## config.mk

```make
export PLATFORM = sky130hd
export DESIGN_NAME = uart_rx_buf_flat
export DESIGN_NICKNAME = d
export VERILOG_FILES = /design/src/rtl/uart_rx_buf_pkg.sv /design/src/rtl/uart_rx_buf_if.sv /design/src/rtl/sync_fifo.sv /design/src/rtl/uart_rx_buf.sv /design/src/flat_wrapper.sv
export SDC_FILE = /design/constraint.sdc
export NUM_CORES = 1
export LEC_CHECK = 0
export ABC_AREA = 1
export CORE_MARGIN = 4
export CORE_UTILIZATION = 60
export CTS_BUF_LIST = sky130_fd_sc_hd__clkbuf_4 sky130_fd_sc_hd__clkbuf_8
export CTS_CLUSTER_SIZE = 20
export DETAILED_ROUTE_END_ITERATION = 8
export PLACE_DENSITY = 0.89
export SYNTH_ARGS = -nofsm -noshare
export SYNTH_HDL_FRONTEND = slang
export SYNTH_SLANG_ARGS = --single-unit
```

## constraint.sdc

```tcl
create_clock -name clk -period 3.76 [get_ports clk]
set_clock_uncertainty 0.1 [all_clocks]
set_input_delay 0.376 -clock clk [delete_from_list [all_inputs] [get_ports clk]]
set_output_delay 0.376 -clock clk [all_outputs]
set_load 0.005 [all_outputs]
```

## src/rtl/uart_rx_buf_pkg.sv

```systemverilog
// Shared constants, helpers and receiver state encoding for uart_rx_buf.
// The PARITY state is only reached when UART_RX_PARITY_EN is defined.
package uart_rx_buf_pkg;

  typedef enum logic [2:0] {
    StIdle   = 3'd0,
    StStart  = 3'd1,
    StData   = 3'd2,
    StStop   = 3'd3,
    StParity = 3'd4
  } rx_state_e;

  function automatic int unsigned clog2(input int unsigned v);
    int unsigned r;
    r = 0;
    for (int i = 0; i < 31; i++) begin
      if ((32'd1 << i) < v) r = i + 1;
    end
    return r;
  endfunction

  function automatic int unsigned uart_div(input int unsigned clk_freq,
                                           input int unsigned baud);
    return clk_freq / baud;
  endfunction

  function automatic int unsigned half_div(input int unsigned clk_freq,
                                           input int unsigned baud);
    return uart_div(clk_freq, baud) / 2;
  endfunction

endpackage

```

## src/rtl/uart_rx_buf_if.sv

```systemverilog
// Byte stream handshake between the UART receive buffer and its consumer.
interface uart_rx_buf_if;
  logic [7:0] data;
  logic       valid;
  logic       ready;

  modport master (output data, output valid, input ready);
  modport slave  (input data, input valid, output ready);
endinterface

```

## src/rtl/sync_fifo.sv

```systemverilog
// Synchronous FIFO with a registered show-ahead head entry.
// Pointers carry one extra wrap bit to tell full from empty.
module sync_fifo
  import uart_rx_buf_pkg::*;
#(
  parameter int unsigned WIDTH = 8,
  parameter int unsigned DEPTH = 8
) (
  input  logic                       clk,
  input  logic                       n_reset,
  input  logic                       push,
  input  logic [WIDTH-1:0]           wdata,
  input  logic                       pop,
  output logic [WIDTH-1:0]           rdata,
  output logic                       full,
  output logic                       empty,
  output logic [clog2(DEPTH):0]      count
);

  localparam int unsigned AW = clog2(DEPTH);

  logic [WIDTH-1:0] mem_q [DEPTH];
  logic [AW:0]      wptr_q, wptr_d, rptr_q, rptr_d;
  logic [WIDTH-1:0] head_q, head_d;
  logic             do_push, do_pop;

  assign empty = (wptr_q == rptr_q);
  assign full  = (wptr_q[AW] != rptr_q[AW]) && (wptr_q[AW-1:0] == rptr_q[AW-1:0]);
  assign count = wptr_q - rptr_q;
  assign rdata = head_q;

  always_comb begin
    do_pop  = pop & ~empty;
    // A pop frees the slot in the same cycle, so a push into a full FIFO still lands.
    do_push = push & (~full | do_pop);
    wptr_d  = wptr_q + {{AW{1'b0}}, do_push};
    rptr_d  = rptr_q + {{AW{1'b0}}, do_pop};
    head_d  = head_q;
    if (wptr_d != rptr_d) begin
      if (do_push && (rptr_d == wptr_q)) head_d = wdata;
      else                               head_d = mem_q[rptr_d[AW-1:0]];
    end
  end

  always_ff @(posedge clk) begin
    if (do_push) mem_q[wptr_q[AW-1:0]] <= wdata;
  end

  always_ff @(posedge clk or negedge n_reset) begin
    if (!n_reset) begin
      wptr_q <= '0;
      rptr_q <= '0;
      head_q <= '0;
    end else begin
      wptr_q <= wptr_d;
      rptr_q <= rptr_d;
      head_q <= head_d;
    end
  end

endmodule

```

## src/rtl/uart_rx_buf.sv

```systemverilog
// UART receive front-end: 8N1 deserialiser, byte FIFO and cts flow control.
// Defining UART_RX_PARITY_EN switches to 8E1 frames and adds the perr port.
module uart_rx_buf
  import uart_rx_buf_pkg::*;
#(
  parameter int unsigned CLK_FREQ   = 12000000,
  parameter int unsigned UART_FREQ  = 115200,
  parameter int unsigned DEPTH      = 8,
  parameter int unsigned CTS_MARGIN = 2
) (
  input  logic           clk,
  input  logic           n_reset,
  input  logic           rx,
  output logic           cts,
  output logic           ferr,
  output logic           ovf,
`ifdef UART_RX_PARITY_EN
  output logic           perr,
`endif
  uart_rx_buf_if.master  bus
);

  localparam int unsigned DIV  = uart_div(CLK_FREQ, UART_FREQ);
  localparam int unsigned HALF = half_div(CLK_FREQ, UART_FREQ);
  localparam int unsigned CntW = clog2(DIV);
  localparam int unsigned AW   = clog2(DEPTH);

  localparam logic [CntW-1:0] CntFull = CntW'(DIV - 1);
  localparam logic [CntW-1:0] CntHalf = CntW'(HALF - 1);
  localparam logic [CntW-1:0] CntOne  = CntW'(1);

  logic            rx_meta_q, rxs_q;
  rx_state_e       state_q;
  logic [CntW-1:0] cnt_q;
  logic [2:0]      bit_q;
  logic [7:0]      shift_q;
  logic            brk_q;
  logic            ferr_q;
  logic            ovf_q;
  logic            cts_q;
  logic            push;
  logic            fifo_full, fifo_empty;
  logic [AW:0]     fifo_count;
`ifdef UART_RX_PARITY_EN
  logic            perr_q;
  logic            bad_par_q;
`endif

  always_ff @(posedge clk or negedge n_reset) begin
    if (!n_reset) begin
      rx_meta_q <= 1'b1;
      rxs_q     <= 1'b1;
    end else begin
      rx_meta_q <= rx;
      rxs_q     <= rx_meta_q;
    end
  end

  // Push is decided on the stop-bit sample so the byte shows up on data the next cycle.
  always_comb begin
    push = 1'b0;
    if (state_q == StStop && !brk_q && cnt_q == '0 && rxs_q) push = 1'b1;
`ifdef UART_RX_PARITY_EN
    if (bad_par_q) push = 1'b0;
`endif
  end

  always_ff @(posedge clk or negedge n_reset) begin
    if (!n_reset) begin
      state_q   <= StIdle;
      cnt_q     <= '0;
      bit_q     <= '0;
      shift_q   <= '0;
      brk_q     <= 1'b0;
      ferr_q    <= 1'b0;
`ifdef UART_RX_PARITY_EN
      perr_q    <= 1'b0;
      bad_par_q <= 1'b0;
`endif
    end else begin
      ferr_q <= 1'b0;
`ifdef UART_RX_PARITY_EN
      perr_q <= 1'b0;
`endif
      if (cnt_q != '0) cnt_q <= cnt_q - CntOne;
      unique case (state_q)
        StIdle: begin
          if (!rxs_q) begin
            cnt_q   <= CntHalf;
            state_q <= StStart;
          end
        end
        StStart: begin
          if (cnt_q == '0) begin
            if (rxs_q) begin
              state_q <= StIdle;
            end else begin
              cnt_q     <= CntFull;
              bit_q     <= '0;
`ifdef UART_RX_PARITY_EN
              bad_par_q <= 1'b0;
`endif
              state_q   <= StData;
            end
          end
        end
        StData: begin
          if (cnt_q == '0) begin
            shift_q <= {rxs_q, shift_q[7:1]};
            cnt_q   <= CntFull;
            bit_q   <= bit_q + 3'd1;
`ifdef UART_RX_PARITY_EN
            if (bit_q == 3'd7) state_q <= StParity;
`else
            if (bit_q == 3'd7) state_q <= StStop;
`endif
          end
        end
`ifdef UART_RX_PARITY_EN
        StParity: begin
          if (cnt_q == '0) begin
            bad_par_q <= ^{shift_q, rxs_q};
            perr_q    <= ^{shift_q, rxs_q};
            cnt_q     <= CntFull;
            state_q   <= StStop;
          end
        end
`endif
        StStop: begin
          // A low stop bit may be a break: hold here until the line idles again.
          if (brk_q) begin
            if (rxs_q) begin
              brk_q   <= 1'b0;
              state_q <= StIdle;
            end
          end else if (cnt_q == '0) begin
            if (rxs_q) begin
              state_q <= StIdle;
            end else begin
              ferr_q <= 1'b1;
              brk_q  <= 1'b1;
            end
          end
        end
        default: state_q <= StIdle;
      endcase
    end
  end

  sync_fifo #(
    .WIDTH (8),
    .DEPTH (DEPTH)
  ) u_fifo (
    .clk     (clk),
    .n_reset (n_reset),
    .push    (push),
    .wdata   (shift_q),
    .pop     (bus.ready),
    .rdata   (bus.data),
    .full    (fifo_full),
    .empty   (fifo_empty),
    .count   (fifo_count)
  );

  always_ff @(posedge clk or negedge n_reset) begin
    if (!n_reset) begin
      ovf_q <= 1'b0;
      cts_q <= 1'b1;
    end else begin
      if (push && fifo_full && !bus.ready) ovf_q <= 1'b1;
      cts_q <= (DEPTH - 32'(fifo_count)) > CTS_MARGIN;
    end
  end

  assign bus.valid = ~fifo_empty;
  assign cts       = cts_q;
  assign ferr      = ferr_q;
  assign ovf       = ovf_q;
`ifdef UART_RX_PARITY_EN
  assign perr      = perr_q;
`endif

endmodule

```

## src/flat_wrapper.sv

```systemverilog
// flat-port wrapper written by rule: the top's interface ports become plain ports
module uart_rx_buf_flat import uart_rx_buf_pkg::*;
#(
  parameter int unsigned CLK_FREQ   = 12000000,
  parameter int unsigned UART_FREQ  = 115200,
  parameter int unsigned DEPTH      = 8,
  parameter int unsigned CTS_MARGIN = 2
)
  (clk, n_reset, rx, cts, ferr, ovf, bus_data, bus_valid, bus_ready);
  uart_rx_buf_if bus_i ();
  input  logic clk;
  input  logic n_reset;
  input  logic rx;
  output logic cts;
  output logic ferr;
  output logic ovf;
  output wire logic [$bits(bus_i.data)-1:0] bus_data;
  output wire logic [$bits(bus_i.valid)-1:0] bus_valid;
  input wire logic [$bits(bus_i.ready)-1:0] bus_ready;
  assign bus_data = bus_i.data;
  assign bus_valid = bus_i.valid;
  assign bus_i.ready = bus_ready;
  uart_rx_buf #(.CLK_FREQ(CLK_FREQ), .UART_FREQ(UART_FREQ), .DEPTH(DEPTH), .CTS_MARGIN(CTS_MARGIN)) u_core (.clk(clk), .n_reset(n_reset), .rx(rx), .cts(cts), .ferr(ferr), .ovf(ovf), .bus(bus_i));
endmodule
```

==> flow_metrics.tcl <==
set metrics [dict create \
    status "finished clean" \
    synth-seq-cells 106 \
    vdd_ir_drop_max_uv 534.0 \
    routed_wl_um 10580 \
    synth_edf_count 64 \
    power.share.clock_pct 21.1 \
    cts_hold_buffers 0 \
    route.detailed.drc 0 \
    min_period_ns 3.233 \
    crit_family "simple AND/OR/NAND/NOR gates" \
    syn_area_um2 4982 \
    slew_violations 0 \
    antenna_cells 0 \
    async_flop_share_pct 39.62 \
    num_vias 3548 \
    synth.area.top_cells "edfxtp_1 39%, dfrtp_1 20%, nand2_1 13%" \
    track_usage_pct 23.12 \
    grt.busiest_layer "met2" \
    worstMarginPinSlew_ns 0.9568 \
    coreArea_um2 7888 \
    synth_common_cells "166 x nand2_1, 66 x nand3_1, 64 x edfxtp_1, 39 x dfrtp_1, 24 x inv_1" \
    cp-start-kind "register" \
    p_sw_mw 1.312 \
    syn_nets 518 \
    yosysTopAreaCellShare_pct 38.57 \
    initial_utilization_pct 63.17 \
    synth_flop_cell "edfxtp_1" \
    cts_tree "built" \
    crit_slowest_cell "dfrtp_1" \
    die_x_um 99.13 \
    crit_fanout 17 \
    hold_viol_final 0 \
    avgSynthCellArea_um2 9.965 \
    fmax_ghz 0.3093 \
    grt_pass1_wl_um 17760 \
    r2r_end "u_core.u_fifo.rdata[5]" \
    power_density_nw_per_um2 617.1 \
    worst_setup_path_end_kind "register" \
    nNetsFinal 531 \
    area_delta_synth_final_pct 8.061 \
    clk_pin_slew_worst_paths_ns 0.12 \
    path_cells "ha_1, nand2_1, nor2_1, a21oi_1, ha_1, ha_1, inv_2, nand2_1, nand2_1, nor2_1, nand2_1, nor2_4, nand2_2, nand2_1, nand3_1, nand2_1" \
    slew_headroom_pct 36.22 \
    cts.htree.levels 3 \
    yosys_warnings 0 \
    finalSetupViolCount 0 \
    cts_setup_buffers 0 \
    grt_overflow 0 \
    antenna_found_initial 0 \
    critical_path_buf_inv_count 1 \
    finalNonFillerCells 620 \
    netlist_instances 500 \
    fin_crit_sh_pct 85.99 \
    numClockSinks 106 \
    fp.dieH_um 99.13 \
    p_seq_share_pct 40.3 \
    grt_use_met3_pct 3.927 \
    hpwlAfterDp_um 7184 \
    grt_pass1_vias 3668 \
    r2r_cells 16 \
    setup-tns-final_ns 0 \
    root_buffer "clkbuf_8" \
    rsz0062_at_grt "no" \
    path_common_cell "nand2_1" \
    holdCritPathClass "input pin to asynchronous set/reset pin" \
    avgRoutedWirePerCell_um 17.06 \
    cap_viol_max_count 0 \
    row_count 32 \
    post_cts_resized 0 \
    r2r_setup_slack_ns 0.53 \
    yosysSeqAreaShare_pct 59.74 \
    fin_util_pct 68.26 \
    synth_most_common_cell "nand2_1" \
    dr.pass1.iters 5 \
    cts_buffers 9 \
    fp.dieArea_um2 9826 \
    met1_usage_pct 28.54 \
    dp_cells 604 \
    first_iter_violations 275 \
    clk_latency_ns 0.38 \
    p_leak_nw 2.380 \
    comb_power_share_pct 38.6 \
    cp.required_ns 3.98 \
    cp_data_arrival_time_ns 3.46 \
    grt_max_degree 43 \
    ant_nets 0 \
    portBuffers 15 \
    rr_startpoint "u_core.u_fifo.wptr_q[2]" \
    ios 16 \
    grt_use_met2_pct 41.17 \
    clk_path_buf_depth 2 \
    crit_type "register to register" \
    yosysTopAreaCell "edfxtp_1" \
    drive_gt1_share_pct 12.74 \
    slowest_delay_ns 0.56 \
    vias_per_cell 5.723 \
    p_sw_share_pct 39.48 \
    p_int_mw 2.011 \
    place_congestion 0.9235 \
    ys_types 34 \
]
==> flip-flops by register name (all words and copies together) (netlist names) <==
| signal | flops |
|---|---|
| u_core.brk_q | 1 |
| u_core.rx_meta_q | 1 |
| u_core.ferr | 1 |
| u_core.ovf | 1 |
| u_core.u_fifo.mem_q | 64 |
| u_core.u_fifo.rptr_q | 4 |
| u_core.shift_q | 8 |
| u_core.cnt_q | 7 |
| u_core.cts | 1 |
| u_core.rxs_q | 1 |
| u_core.bit_q | 3 |
| u_core.state_q | 2 |
| u_core.u_fifo.rdata | 8 |
| u_core.u_fifo.wptr_q | 4 |
==> placed cells by master (no fill, tap or decap), drive strengths merged, types with 6 or more instances in the layout <==
cell type      instances
nand2                173
nand3                 66
edfxtp                64
inv                   45
dfrtp                 39
o21ai                 19
nor2                  18
clkdlybuf4s50         14
ha                    13
nor3                  10
clkbuf                 9
o21a                   8
xor2                   8
nand4                  6
==> cells by family after synthesis <==
family / synth area share, %
AOI/OAI and AO/OA: 4.094
buffers and inverters: 5.248
and+or+nand+nor: 25.16
xor gates and xnor gates: 2.085
adders and majority gates: 3.667
DFF: 59.74
==> worst max-delay path by stage <==
stage | from | slack (ns) | cells past startpoint | endpoint
3_5_place_dp | u_core.u_fifo.wptr_q[2] | 0.62 | 16 | u_core.u_fifo.rdata[1]
4_1_cts | u_core.u_fifo.wptr_q[2] | 0.55 | 16 | u_core.u_fifo.rdata[5]
2_1_floorplan | u_core.u_fifo.wptr_q[0] | 1.08 | 17 | u_core.u_fifo.rdata[0]
3_3_place_gp | u_core.u_fifo.wptr_q[2] | 0.75 | 16 | u_core.u_fifo.rdata[0]
5_1_grt | u_core.u_fifo.wptr_q[2] | 0.21 | 17 | u_core.u_fifo.rdata[5]
6_report | u_core.u_fifo.wptr_q[2] | 0.53 | 16 | u_core.u_fifo.rdata[5]
==> per-layer routing <==
layer / vias to the layer above / part of all wire (%)
met3: 25 / 6.7
met1: 1673 / 39
li1: 1689 / -
met4: 0 / 1.9
met2: 161 / 52
met5: - / 0
==> area by class of cell <==
class	count	area [µm²]
fill	556	2504
clock buffer	9	123.9
inverter	42	157.7
sequential	106	2977
tap	102	127.6
clock inverter	7	78.83
multi-input combinational	335	1744
timing repair buffer	19	175.2
==> stage by stage <==
step | setup WS, ns | cell area [µm²] | power, mW | hold WS [ns]
6_report | 0.5266 | 5384 | 3.323 | 0.02726
5_1_grt | 0.2067 | 5384 | 3.546 | 0.08511
4_1_cts | 0.5534 | 5384 | 3.319 | 0.05336
3_5_place_dp | 0.6176 | 5181 | 2.622 | 0.2513
3_3_place_gp | 0.7524 | 5181 | 2.564 | 0.2465
2_1_floorplan | 1.076 | 4982 | 2.267 | -0.01959
==> power groups by stage <==
stage	combinational [mW]	clock, mW	sequential (mW)
2_1_floorplan	0.914	0	1.35
3_3_place_gp	1.20	0	1.36
3_5_place_dp	1.26	0	1.36
4_1_cts	1.28	0.698	1.34
5_1_grt	1.45	0.755	1.34
6_report	1.28	0.702	1.34
Power figures use the tool's default switching activity.
